File: src/rtl/adj_control.sv
// adj_control: front-panel level adjustment with saturating steps, auto-repeat
// while a key is held, and frame-synchronous transfer of working levels to lvl.
module adj_control #(
    parameter int NCH     = 4,
    parameter int LW      = 8,
    parameter int STEP    = 4,
    parameter int LVL_RST = 128,
    parameter int ROW_MAX = 480,
    parameter int COL_MAX = 640,
    parameter int RPT_DLY = 25_000_000,
    parameter int RPT_PER = 5_000_000
) (
    input  logic              clk,
    input  logic              rst,
    input  logic [9:0]        SW,
    input  logic [3:0]        KEY,
    input  logic [12:0]       row,
    input  logic [12:0]       col,
    output logic              frame_en,
    output logic [NCH*LW-1:0] lvl,
    output logic [NCH-1:0]    inc_p,
    output logic [NCH-1:0]    dec_p
);
    localparam int CMAX = (RPT_DLY > RPT_PER) ? RPT_DLY : RPT_PER;
    localparam int CW   = $clog2(CMAX + 1);
    localparam logic [LW:0]   STEP_X  = (LW+1)'(STEP);
    localparam logic [LW:0]   LVL_MAX = {1'b0, {LW{1'b1}}};
    localparam logic [LW-1:0] RST_V   = LW'(LVL_RST);
    localparam logic [CW-1:0] DLY_LIM = CW'(RPT_DLY - 1);
    localparam logic [CW-1:0] PER_LIM = CW'(RPT_PER - 1);

    typedef enum logic [1:0] {IDLE, HOLD, RPT, WAIT} state_t;

    // Synchronisers: only the switch bits actually used are brought across.
    logic [3:0]   key_m_q, key_m_d, key_s_q, key_s_d, key_p_q, key_p_d;
    logic [NCH:0] sw_m_q, sw_m_d, sw_s_q, sw_s_d;

    always_comb begin
        key_m_d = KEY;
        key_s_d = key_m_q;
        key_p_d = key_s_q;
        sw_m_d  = {SW[9], SW[NCH-1:0]};
        sw_s_d  = sw_m_q;
    end

    always_ff @(posedge clk) begin
        if (rst) begin
            key_m_q <= '1;
            key_s_q <= '1;
            key_p_q <= '1;
            sw_m_q  <= '0;
            sw_s_q  <= '0;
        end else begin
            key_m_q <= key_m_d;
            key_s_q <= key_s_d;
            key_p_q <= key_p_d;
            sw_m_q  <= sw_m_d;
            sw_s_q  <= sw_s_d;
        end
    end

    logic [1:0]     key_dn;
    logic [3:0]     key_fall;
    logic [NCH-1:0] sel;
    logic           sel_ok, freeze, inc_press, dec_press, both_dn;

    assign key_dn    = ~key_s_q[1:0];
    assign key_fall  = ~key_s_q & key_p_q;
    assign sel       = sw_s_q[NCH-1:0];
    assign sel_ok    = $onehot(sel);
    assign freeze    = sw_s_q[NCH];
    assign inc_press = key_fall[0] & ~key_dn[1];
    assign dec_press = key_fall[1] & ~key_dn[0];
    assign both_dn   = key_dn[0] & key_dn[1];

    // Inc/dec FSM
    state_t         state_q, state_d;
    logic [CW-1:0]  cnt_q, cnt_d, lim;
    logic           dir_q, dir_d;
    logic [NCH-1:0] sel_lat_q, sel_lat_d;
    logic           act_dn, sel_chg, cnt_hit;

    assign act_dn  = dir_q ? key_dn[0] : key_dn[1];
    assign sel_chg = (sel != sel_lat_q);
    assign lim     = (state_q == HOLD) ? DLY_LIM : PER_LIM;
    assign cnt_hit = (cnt_q == lim);

    always_ff @(posedge clk) begin
        if (rst) begin
            state_q   <= IDLE;
            cnt_q     <= '0;
            dir_q     <= 1'b0;
            sel_lat_q <= '0;
        end else begin
            state_q   <= state_d;
            cnt_q     <= cnt_d;
            dir_q     <= dir_d;
            sel_lat_q <= sel_lat_d;
        end
    end

    always_comb begin
        state_d   = state_q;
        cnt_d     = cnt_q;
        dir_d     = dir_q;
        sel_lat_d = sel_lat_q;
        case (state_q)
            IDLE: begin
                if (sel_ok && (inc_press || dec_press)) begin
                    state_d   = HOLD;
                    cnt_d     = '0;
                    dir_d     = inc_press;
                    sel_lat_d = sel;
                end
            end
            HOLD, RPT: begin
                // Release and key chords take precedence over a due repeat step.
                if (!act_dn || both_dn) begin
                    state_d = IDLE;
                end else if (sel_chg) begin
                    state_d = WAIT;
                end else if (cnt_hit) begin
                    state_d = RPT;
                    cnt_d   = '0;
                end else begin
                    cnt_d = cnt_q + CW'(1);
                end
            end
            WAIT: begin
                if (!act_dn || both_dn) state_d = IDLE;
            end
            default: state_d = IDLE;
        endcase
    end

    logic           step, step_inc;
    logic [NCH-1:0] step_sel;

    always_comb begin
        step     = 1'b0;
        step_inc = dir_q;
        step_sel = sel_lat_q;
        case (state_q)
            IDLE: begin
                step     = sel_ok && (inc_press || dec_press);
                step_inc = inc_press;
                step_sel = sel;
            end
            HOLD, RPT: step = act_dn && !both_dn && !sel_chg && cnt_hit;
            default: step = 1'b0;
        endcase
    end

    // Level datapath
    logic [LW-1:0]  pend_q [NCH];
    logic [LW-1:0]  pend_d [NCH];
    logic [LW-1:0]  lvl_q  [NCH];
    logic [LW-1:0]  lvl_d  [NCH];
    logic [NCH-1:0] inc_p_q, inc_p_d, dec_p_q, dec_p_d;
    logic           frame_en_q, frame_en_d, frame_en_c;
    logic           def_all, def_sel;
    logic [LW:0]    up, dn;

    assign frame_en_c = (row == 13'(ROW_MAX)) && (col == 13'(COL_MAX));
    assign def_all    = key_fall[3];
    assign def_sel    = key_fall[2] & sel_ok;

    always_comb begin
        frame_en_d = frame_en_c;
        inc_p_d    = '0;
        dec_p_d    = '0;
        up         = '0;
        dn         = '0;
        for (int i = 0; i < NCH; i++) begin
            up        = {1'b0, pend_q[i]} + STEP_X;
            dn        = {1'b0, pend_q[i]} - STEP_X;
            pend_d[i] = pend_q[i];
            lvl_d[i]  = (frame_en_c && !freeze) ? pend_q[i] : lvl_q[i];
            if (def_all || (def_sel && sel[i])) begin
                pend_d[i] = RST_V;
            end else if (step && step_sel[i]) begin
                if (step_inc) begin
                    pend_d[i]  = (up > LVL_MAX) ? {LW{1'b1}} : up[LW-1:0];
                    inc_p_d[i] = 1'b1;
                end else begin
                    pend_d[i]  = ({1'b0, pend_q[i]} < STEP_X) ? '0 : dn[LW-1:0];
                    dec_p_d[i] = 1'b1;
                end
            end
        end
    end

    always_ff @(posedge clk) begin
        if (rst) begin
            frame_en_q <= 1'b0;
            inc_p_q    <= '0;
            dec_p_q    <= '0;
            for (int i = 0; i < NCH; i++) begin
                pend_q[i] <= RST_V;
                lvl_q[i]  <= RST_V;
            end
        end else begin
            frame_en_q <= frame_en_d;
            inc_p_q    <= inc_p_d;
            dec_p_q    <= dec_p_d;
            for (int i = 0; i < NCH; i++) begin
                pend_q[i] <= pend_d[i];
                lvl_q[i]  <= lvl_d[i];
            end
        end
    end

    assign frame_en = frame_en_q;
    assign inc_p    = inc_p_q;
    assign dec_p    = dec_p_q;

    for (genvar g = 0; g < NCH; g++) begin : g_lvl
        assign lvl[g*LW +: LW] = lvl_q[g];
    end

endmodule

File: config.mk
export PLATFORM = sky130hd
export DESIGN_NAME = adj_control
export DESIGN_NICKNAME = d
export VERILOG_FILES = /design/src/rtl/adj_control.sv
export SDC_FILE = /design/constraint.sdc
export NUM_CORES = 1
export LEC_CHECK = 0
export ABC_AREA = 1
export CORE_MARGIN = 2
export CORE_UTILIZATION = 61
export DETAILED_ROUTE_END_ITERATION = 8
export PLACE_DENSITY = 0.95
export SYNTH_ARGS = -nofsm -noshare
export SYNTH_HDL_FRONTEND = slang
export SYNTH_SLANG_ARGS = --single-unit
File: constraint.sdc
create_clock -name clk -period 5.9 [get_ports clk]
set_input_delay 1.18 -clock clk [delete_from_list [all_inputs] [get_ports clk]]
set_output_delay 1.18 -clock clk [all_outputs]
set_load 0.02 [all_outputs]
==> results of run 1 <==
==> state kept, by name, summed over array words and instances, names as in the netlist <==
register   count
key_m_q        4
frame_en       1
sw_s_q         5
sel_lat_q      4
lvl_q         28
dec_p          4
pend_q        28
dir_q          1
key_p_q        4
sw_m_q         5
cnt_q         25
key_p_d        4
inc_p          4
state_q        2
==> cell usage after synthesis (5+ instances only) <==
master / instances / share of area
nand2_1: 220 / 0.12
inv_1: 139 / 0.077
nor2_1: 133 / 0.073
dfxtp_1: 119 / 0.35
nand3_1: 71 / 0.052
a21oi_1: 54 / 0.040
o21ai_0: 29 / 0.021
o21ai_1: 27 / 0.020
nand4_1: 25 / 0.023
xor2_1: 25 / 0.032
clkbuf_1: 22 / 0.012
nor3_1: 20 / 0.015
ha_1: 18 / 0.033
nor4_1: 14 / 0.013
or2_2: 14 / 0.013
buf_2: 9 / 0.0066
nand2_2: 9 / 0.0083
buf_4: 7 / 0.0077
nand3_2: 6 / 0.0088
xnor2_1: 6 / 0.0077
a211oi_1: 5 / 0.0055
clkinv_1: 5 / 0.0028
o21bai_1: 5 / 0.0055
==> cell families (layout without fill, tap and decap cells) <==
family                     count (synthesis)  after routing  share of synthesized area
buffers and inverters                    188            260                     0.1117
xor gates and xnor gates                  31             31                    0.03987
adders and majority gates                 19             19                    0.03602
DFF                                      119            119                     0.3499
and+or+nand+nor                          529            529                     0.3559
AOI/OAI and AO/OA                        133            133                     0.1066
==> power by group through the flow <==
stage / Sequential [µW] / Clock [µW] / Combinational [µW]
after floorplan: 853 / 0 / 546
after global placement: 856 / 0 / 658
after detailed placement: 857 / 0 / 673
after CTS: 840 / 948 / 687
after global routing: 842 / 989 / 768
final: 840 / 939 / 696
==> area by class of cell <==
type	count	area, µm²
timing repair buffer	80	793.3
tap	140	175.2
fill	810	2766
clock inverter	12	93.84
sequential	119	2382
inverter	148	555.5
multi-input combinational	712	3666
clock buffer	20	455.4
==> through the flow <==
stage / cells / utilization
floorplan: 1019 / -
global placement: 1199 / 0.6955
detailed placement: 1199 / 0.6955
CTS: 1231 / 0.7459
global route: 1231 / 0.7459
finish: 1231 / 0.7459
==> critical path: cells and delay by family (launching register included) <==
| kind | cells | cell delay, ns |
|---|---|---|
| AND/OR/NAND/NOR | 5 | 1.45 |
| buffers and inverters | 2 | 0.16 |
| AO/OA/AOI/OAI | 1 | 0.23 |
| flip-flops | 1 | 0.43 |
| adder cells (fa/ha/maj) | 3 | 1.01 |
==> path summary, 6_finish.rpt <==
path	from	endpoint	slack, ns	cells after the start
setup / recovery	sw_s_q[0]$_SDFF_PP0_	pend_q[0][0]$_SDFFE_PP0P_	2.51	11
hold reg to reg	sw_m_q[2]$_SDFF_PP0_	sw_s_q[2]$_SDFF_PP0_	0.40	2
hold / removal	sw_m_q[2]$_SDFF_PP0_	sw_s_q[2]$_SDFF_PP0_	0.40	2
setup reg to reg	sw_s_q[0]$_SDFF_PP0_	pend_q[0][0]$_SDFFE_PP0P_	2.51	11
==> metal layers <==
layer	part of all wire	track usage
met1	0.43	0.3510
met2	0.47	0.4519
met3	0.072	0.05631
met4	0.024	0.1203
met5	0	0
==> reports/metrics.csv, run 1 <==
metric,value,unit
CP Data Arrival Time,3.81,ns
# Max-Cap Violations,0,
clock root buffer,clkbuf_8,
post-synthesis register bit count,119,
switching power total,889.0,µW
crit share post-route,0.5741,
share of cells above drive strength 1,0.07149,
worst hold slack,0.4016,ns
first-pass GRT wire length,26540,µm
slew of the pin with the lowest slew margin,1.140,ns
"Largest stage delay, worst path",0.55,ns
clk slew on worst S/H paths,0.06,ns
Area growth syn-to-layout,19.28,%
grt total ovfl,0,
"EDFF count, synth",0,
final worst setup slack,2.513,ns
CTS tree,done,
yosys warns,0,
hold_buf cts,0,
crit-path cells,inv_1 -> fa_1 -> inv_1 -> ha_1 -> ha_1 -> nor3b_1 -> nand3_1 -> nand2_4 -> nand3_2 -> o21bai_1 -> nand2_1,
remaining antenna violation count,0,
Pleak,0.003484,µW
Skew-Pair Late Insertion Delay,0.53,ns
PwrDens,304.8,nW/µm²
"commonest non-fill, non-tap cells in the layout","nand2_1, inv_1, nor2_1, dfxtp_1, clkdlybuf4s50_1",
TritonCTS Sinks,119,
row count,38,
Critical Path Source Type,register,
slowest CP cell,fa_1,
fraction of the yosys area taken by sequential cells,0.3499,
number of I/O pins,83,
"Setup violations, final",0,
clock period minus worst slack,3.387,ns
RSZ-0062 raised after global routing,no,
clock buffer depth,2,
Setup TNS,0,ns
Vias per Instance,5.501,
Resized cells post-CTS,0,
GPL Wtd Cong,0.9157,
die outline height,109.7,µm
Antenna diodes,0,
sequential share of power,0.339,
Max Fanout on Critical Path,14,
normalized max-slew margin,0.2392,
fmax,0.2952,GHz
clock group share of total power,0.379,
drc violations,0,
routed wire length,15700,µm
post-CTS setup buffer count,0,
Nets,1139,
drt pass-1 iters,6,
"most common cell after layout, fill and taps aside",nand2_1,
H-tree depth reported by CTS,4,
largest net degree at the start of global routing,57,
total power,2475,µW
clock skew,0.007881,ns
DR iter-0 viols,647,
Starting Density,0.6254,
Post-Place Cell Area,7572,µm²
Syn Area/Cell,6.682,µm²
fin area,8122,µm²
Global Route Usage Sum,0.2757,
Setup crit end kind,register,
Max IR drop VDD,0.2405,mV
sw frac,0.3591,
Hold Path Class,register to register,
final HPWL from detailed placement,10820,µm
vias in the first global route,6023,
WP data required,6.32,ns
syn nets,1080,
P_int,1586,µW
outcome,finished clean,
Setup Crit Path Kind,register to register,
Vias,6772,
Mapped Area,6809,µm²
Final Hold Vio Count,0,
ys flop type,dfxtp_1,
Mapped Cells,1019,
die area,12020,µm²
Logic pwr share,0.281,
initial antenna violation count,0,
Die X,109.7,µm
fin. max-slew vios,0,
core area,10890,µm²
Port Buffers,77,
Place WS,2.461,ns
TritonCTS buffer count,17,
"FFs w/ async S/R, synth",0,
per-cell routed wire length,12.76,µm
Netlist cell types,40,
(Power assumes the default switching activity.)
==> inputs of run 2 (changes only) <==
--- a/config.mk
+++ b/config.mk
@@ -7,9 +7,9 @@
 export LEC_CHECK = 0
 export ABC_AREA = 1
 export CORE_MARGIN = 2
-export CORE_UTILIZATION = 61
+export CORE_UTILIZATION = 51
 export DETAILED_ROUTE_END_ITERATION = 8
-export PLACE_DENSITY = 0.95
+export PLACE_DENSITY = 0.88
 export SYNTH_ARGS = -nofsm -noshare
 export SYNTH_HDL_FRONTEND = slang
 export SYNTH_SLANG_ARGS = --single-unit
==> constraint.sdc (replaced) <==
create_clock -name clk -period 2.9 [get_ports clk]
set_input_delay 0.58 -clock clk [delete_from_list [all_inputs] [get_ports clk]]
set_output_delay 0.58 -clock clk [all_outputs]
set_load 0.02 [all_outputs]
==> run 2 against run 1 <==
  * Sequential cell count unchanged
  * Via count decreased by 0.47%
  * Register-to-register slack got worse by 2.4 ns
  * Power rose by 120%
  * Largest cell class unchanged
  * Sequential share of layout area down 0.83 points
==> reports/metrics.csv, run 2 (synthesis results as in run 1) <==
metric,value,unit
slowest CP cell,fa_1,
number of I/O pins,83,
PwrDens,640.7,nW/µm²
Vias per Instance,5.266,
Setup crit end kind,register,
"Largest stage delay, worst path",0.55,ns
drt pass-1 iters,5,
Finished Layout Cells,1280,
Final Hold Vio Count,0,
"commonest non-fill, non-tap cells in the layout","nand2_1, inv_1, nor2_1, dfxtp_1, clkdlybuf4s50_1",
"most common cell after layout, fill and taps aside",nand2_1,
Starting Density,0.5183,
Hold Path Class,register to register,
crit share post-route,0.9532,
die outline height,119.5,µm
clk slew on worst S/H paths,0.05,ns
Pleak,0.003594,µW
die area,14290,µm²
drc violations,0,
fin area,8359,µm²
grt total ovfl,0,
slew of the pin with the lowest slew margin,0.7606,ns
clock buffer depth,2,
crit-path cells,inv_1 -> fa_1 -> inv_1 -> ha_1 -> ha_1 -> nor3b_4 -> nand2_1 -> nor2_4 -> nand2_1 -> nand2_1 -> inv_1 -> nand4_4 -> clkinv_1 -> nand2_1 -> nand2_1,
clock root buffer,clkbuf_16,
Critical Path Source Type,register,
TritonCTS buffer count,17,
Area growth syn-to-layout,22.77,%
Vias,6740,
GPL Wtd Cong,0.9361,
outcome,finished clean,
first-pass GRT wire length,27430,µm
Global Route Usage Sum,0.2332,
crit path buf inv count,4,
final HPWL from detailed placement,11350,µm
# Max-Cap Violations,0,
Max Fanout on Critical Path,7,
WP data required,3.21,ns
core area,13140,µm²
per-cell routed wire length,12.58,µm
normalized max-slew margin,0.4876,
TritonCTS Sinks,119,
row count,42,
vias in the first global route,6246,
DR iter-0 viols,587,
"Setup violations, final",0,
worst hold slack,0.4040,ns
CTS tree,done,
remaining antenna violation count,0,
Port Buffers,77,
Final Util,0.6363,
Worst path most repeated cell,nand2_1,
initial antenna violation count,0,
Skew-Pair Late Insertion Delay,0.42,ns
fin. max-slew vios,0,
Post-Place Cell Area,7720,µm²
Die X,119.5,µm
Setup Crit Path Kind,register to register,
Regs by FF count,"lvl_q (28), pend_q (28), cnt_q (25)",
routed wire length,16100,µm
H-tree depth reported by CTS,4,
Placed Instances,1247,
Max IR drop VDD,0.4416,mV
fmax,0.3618,GHz
Nets,1153,
cell family with most CP delay,adder cells,
share of cells above drive strength 1,0.08152,
Antenna diodes,0,
clock skew,0.004856,ns
clock period minus worst slack,2.764,ns
largest net degree at the start of global routing,57,
CP Data Arrival Time,3.07,ns
-- run 2: layout make-up --
type                       instances  area [µm²]
sequential                       119        2382
inverter                         148       555.5
clock buffer                      22       464.2
clock inverter                     9       125.1
tap                              176       220.2
fill                            1130        4778
multi-input combinational        713        3709
timing repair buffer              93       903.4
-- run 2: metrics by stage --
step | setup slack [ns] | power, µW | setup TNS (ns)
after detailed placement | -0.02198 | 3170 | -0.03742
after floorplan | 0.2591 | 2844 | 0
after CTS | 0.07139 | 5277 | 0
after global placement | 0.05785 | 3149 | 0
final | 0.1358 | 5356 | 0
after global routing | -0.01007 | 5597 | -0.01007
-- run 2: where the power goes --
group / switching [µW] / internal (µW) / total (µW) / leakage [µW]
clock network: 725 / 1380 / 2110 / 0.000286
registers: 29.4 / 1680 / 1710 / 0.000964
logic: 1040 / 500 / 1540 / 0.00234
-- run 2: layer usage --
| layer | global-route usage | up-vias | share of wire |
|---|---|---|---|
| li1 | - | 3416 | - |
| met1 | 0.2882 | 3069 | 0.45 |
| met2 | 0.3904 | 222 | 0.47 |
| met3 | 0.04610 | 33 | 0.053 |
| met4 | 0.1103 | 0 | 0.024 |
| met5 | 0 | - | 0 |
-- run 2: final timing paths --
check	cells after the start	start	endpoint	slack (ns)
worst min-delay path	2	sw_m_q[2]$_SDFF_PP0_	sw_s_q[2]$_SDFF_PP0_	0.40
worst max register to register	15	sw_s_q[0]$_SDFF_PP0_	pend_q[0][0]$_SDFFE_PP0P_	0.14
worst max-delay path	15	sw_s_q[0]$_SDFF_PP0_	pend_q[0][0]$_SDFFE_PP0P_	0.14
worst min register to register	2	sw_m_q[2]$_SDFF_PP0_	sw_s_q[2]$_SDFF_PP0_	0.40
-- run 2: what timing repair did --
action | CTS | global route
gates cloned | 0 | 1
gates resized for setup | 1 | 5
setup buffers | 0 | 1
pin swaps | 0 | 2
setup endpoints to repair | 3 | 34
hold endpoints to repair | 0 | 0
hold buffers | 0 | 0
-- run 2: worst reg2reg max path: cells and delay by family (launching register included) --
family	cells	cell delay, ns
adders and majority gates	3	1.03
buffers and inverters	4	0.36
DFF	1	0.32
and+or+nand+nor	8	0.95
==> inputs of run 3 (changes only) <==
--- a/config.mk
+++ b/config.mk
@@ -9,7 +9,8 @@
 export CORE_MARGIN = 2
 export CORE_UTILIZATION = 51
 export DETAILED_ROUTE_END_ITERATION = 8
-export PLACE_DENSITY = 0.88
+export MAX_ROUTING_LAYER = met4
+export PLACE_DENSITY = 0.77
 export SYNTH_ARGS = -nofsm -noshare
 export SYNTH_HDL_FRONTEND = slang
 export SYNTH_SLANG_ARGS = --single-unit
==> run 3 against run 2 <==
  * Power grew 0.25%
  * First-iteration DRC count shrank 26%
  * Sequential cell count is the same
  * Worst hold slack lost 0.0053 ns
  * Routed wire length shrank 1.3%
  * Sequential share of layout area shrank 0.14 points
  * Utilization grew 0.32 points
  * Die area is the same
  * Clock-buffer cell count shrank 3
  * Largest cell class unchanged
  * Highest routed layer unchanged
==> reports/metrics.csv, run 3 (synthesis results as in run 1) <==
metric,value,unit
outcome,finished clean,
sequential share of power,0.318,
Setup TNS,0,ns
switching power total,1847,µW
"most common cell after layout, fill and taps aside",nand2_1,
Skew-Pair Late Insertion Delay,0.42,ns
GPL Wtd Cong,0.8875,
RSZ-0062 raised after global routing,no,
clock buffer depth,2,
core area,13140,µm²
clock period minus worst slack,2.718,ns
normalized max-slew margin,0.4515,
Fill cells,1169,
clock group share of total power,0.392,
initial antenna violation count,0,
Antenna diodes,0,
P_int,3523,µW
vias in the first global route,6011,
share of cells above drive strength 1,0.08919,
crit share post-route,0.9371,
remaining antenna violation count,0,
final HPWL from detailed placement,11300,µm
CP Data Arrival Time,3.03,ns
Starting Density,0.5183,
per-cell routed wire length,12.36,µm
slew of the pin with the lowest slew margin,0.8141,ns
TritonCTS buffer count,17,
Vias per Instance,5.110,
first-pass GRT wire length,26930,µm
Max Fanout on Critical Path,10,
# Max-Cap Violations,0,
WP data required,3.21,ns
row count,42,
H-tree depth reported by CTS,4,
Final Hold Vio Count,0,
number of I/O pins,83,
"commonest non-fill, non-tap cells in the layout","nand2_1, inv_1, nor2_1, dfxtp_1, clkdlybuf4s50_1",
die outline height,119.5,µm
grt total ovfl,0,
Max IR drop VDD,0.3822,mV
total power,5370,µW
Pleak,0.003614,µW
largest net degree at the start of global routing,57,
Global Route Usage Sum,0.2360,
die area,14290,µm²
routed wire length,15890,µm
fin. max-slew vios,0,
clk slew on worst S/H paths,0.06,ns
Nets,1158,
PwrDens,639.1,nW/µm²
Critical Path Source Type,register,
hold_buf cts,0,
sw frac,0.3439,
Regs by FF count,"lvl_q (28), pend_q (28), cnt_q (25)",
Port Buffers,77,
Hold Path Class,register to register,
Setup Crit Path Kind,register to register,
clock skew,0.007562,ns
"Setup violations, final",0,
fmax,0.3680,GHz
TritonCTS Sinks,119,
DR iter-0 viols,433,
Vias,6572,
Setup crit end kind,register,
clock root buffer,clkbuf_16,
Die X,119.5,µm
drt pass-1 iters,5,
Area growth syn-to-layout,23.39,%
Logic pwr share,0.290,
drc violations,0,
CTS tree,done,
==> run 3: critical path, cell delays in order, from the launching register on <==
cell	delay, ns
dfxtp_1	0.33
inv_1	0.07
fa_1	0.54
inv_1	0.05
ha_1	0.17
ha_1	0.30
nor3b_4	0.22
nand2_1	0.08
nand2_1	0.12
nand2_2	0.11
nor2_8	0.18
nand2_2	0.11
nand2_2	0.11
inv_2	0.09
o21ai_1	0.09
nor2_1	0.05
==> run 3: worst paths after layout <==
| kind | from | to | slack, ns | cells past startpoint |
|---|---|---|---|---|
| min reg2reg | sw_m_q[1]$_SDFF_PP0_ | sw_s_q[1]$_SDFF_PP0_ | 0.40 | 2 |
| max | sw_s_q[0]$_SDFF_PP0_ | cnt_q[14]$_SDFFE_PP0P_ | 0.18 | 15 |
| min | sw_m_q[1]$_SDFF_PP0_ | sw_s_q[1]$_SDFF_PP0_ | 0.40 | 2 |
| max reg2reg | sw_s_q[0]$_SDFF_PP0_ | cnt_q[14]$_SDFFE_PP0P_ | 0.18 | 15 |
==> run 3: what timing repair did <==
item / CTS / global route
endpoints found under the setup margin: 0 / 61
buffers inserted: 0 / 2
gates resized for setup: 0 / 4
hold endpoints to repair: 0 / 0
==> run 3: area by class of cell <==
class | count | area (µm²) | area share
inverters | 148 | 555.5 | 0.06612
well taps | 176 | 220.2 | 0.02621
repair buffers | 99 | 960.9 | 0.1144
clock inverters | 13 | 145.1 | 0.01727
flip-flops and latches | 119 | 2382 | 0.2835
multi-input cells | 712 | 3685 | 0.4386
clock buffers | 19 | 452.9 | 0.05391
==> run 3: routing by layer <==
layer | wire, µm | track usage
met1 | 7290 | 0.2886
met2 | 7425 | 0.3818
met3 | 824 | 0.05418
met4 | 352 | 0.08824
met5 | 0 | -
==> run 3: power by group through the flow <==
| stage | Combinational, µW | Clock, µW | Sequential (µW) |
|---|---|---|---|
| floorplan | 1110 | 0 | 1730 |
| global placement | 1470 | 0 | 1740 |
| detailed placement | 1490 | 0 | 1740 |
| CTS | 1500 | 2140 | 1710 |
| global route | 1730 | 2220 | 1710 |
| finish | 1560 | 2100 | 1710 |
==> run 3: through the flow <==
stage / hold WS (ns) / util / setup WS (ns) / instances / instance area (µm²)
after floorplan: 0.3883 / - / 0.2591 / 1019 / 6809
after global placement: 0.3886 / 0.5914 / 0.1112 / 1252 / 7770
after detailed placement: 0.3917 / 0.5914 / 0.05434 / 1252 / 7770
after CTS: 0.3996 / 0.6370 / 0.03261 / 1284 / 8368
after global routing: 0.4095 / 0.6395 / 0.0004414 / 1286 / 8402
final: 0.3987 / 0.6395 / 0.1823 / 1286 / 8402
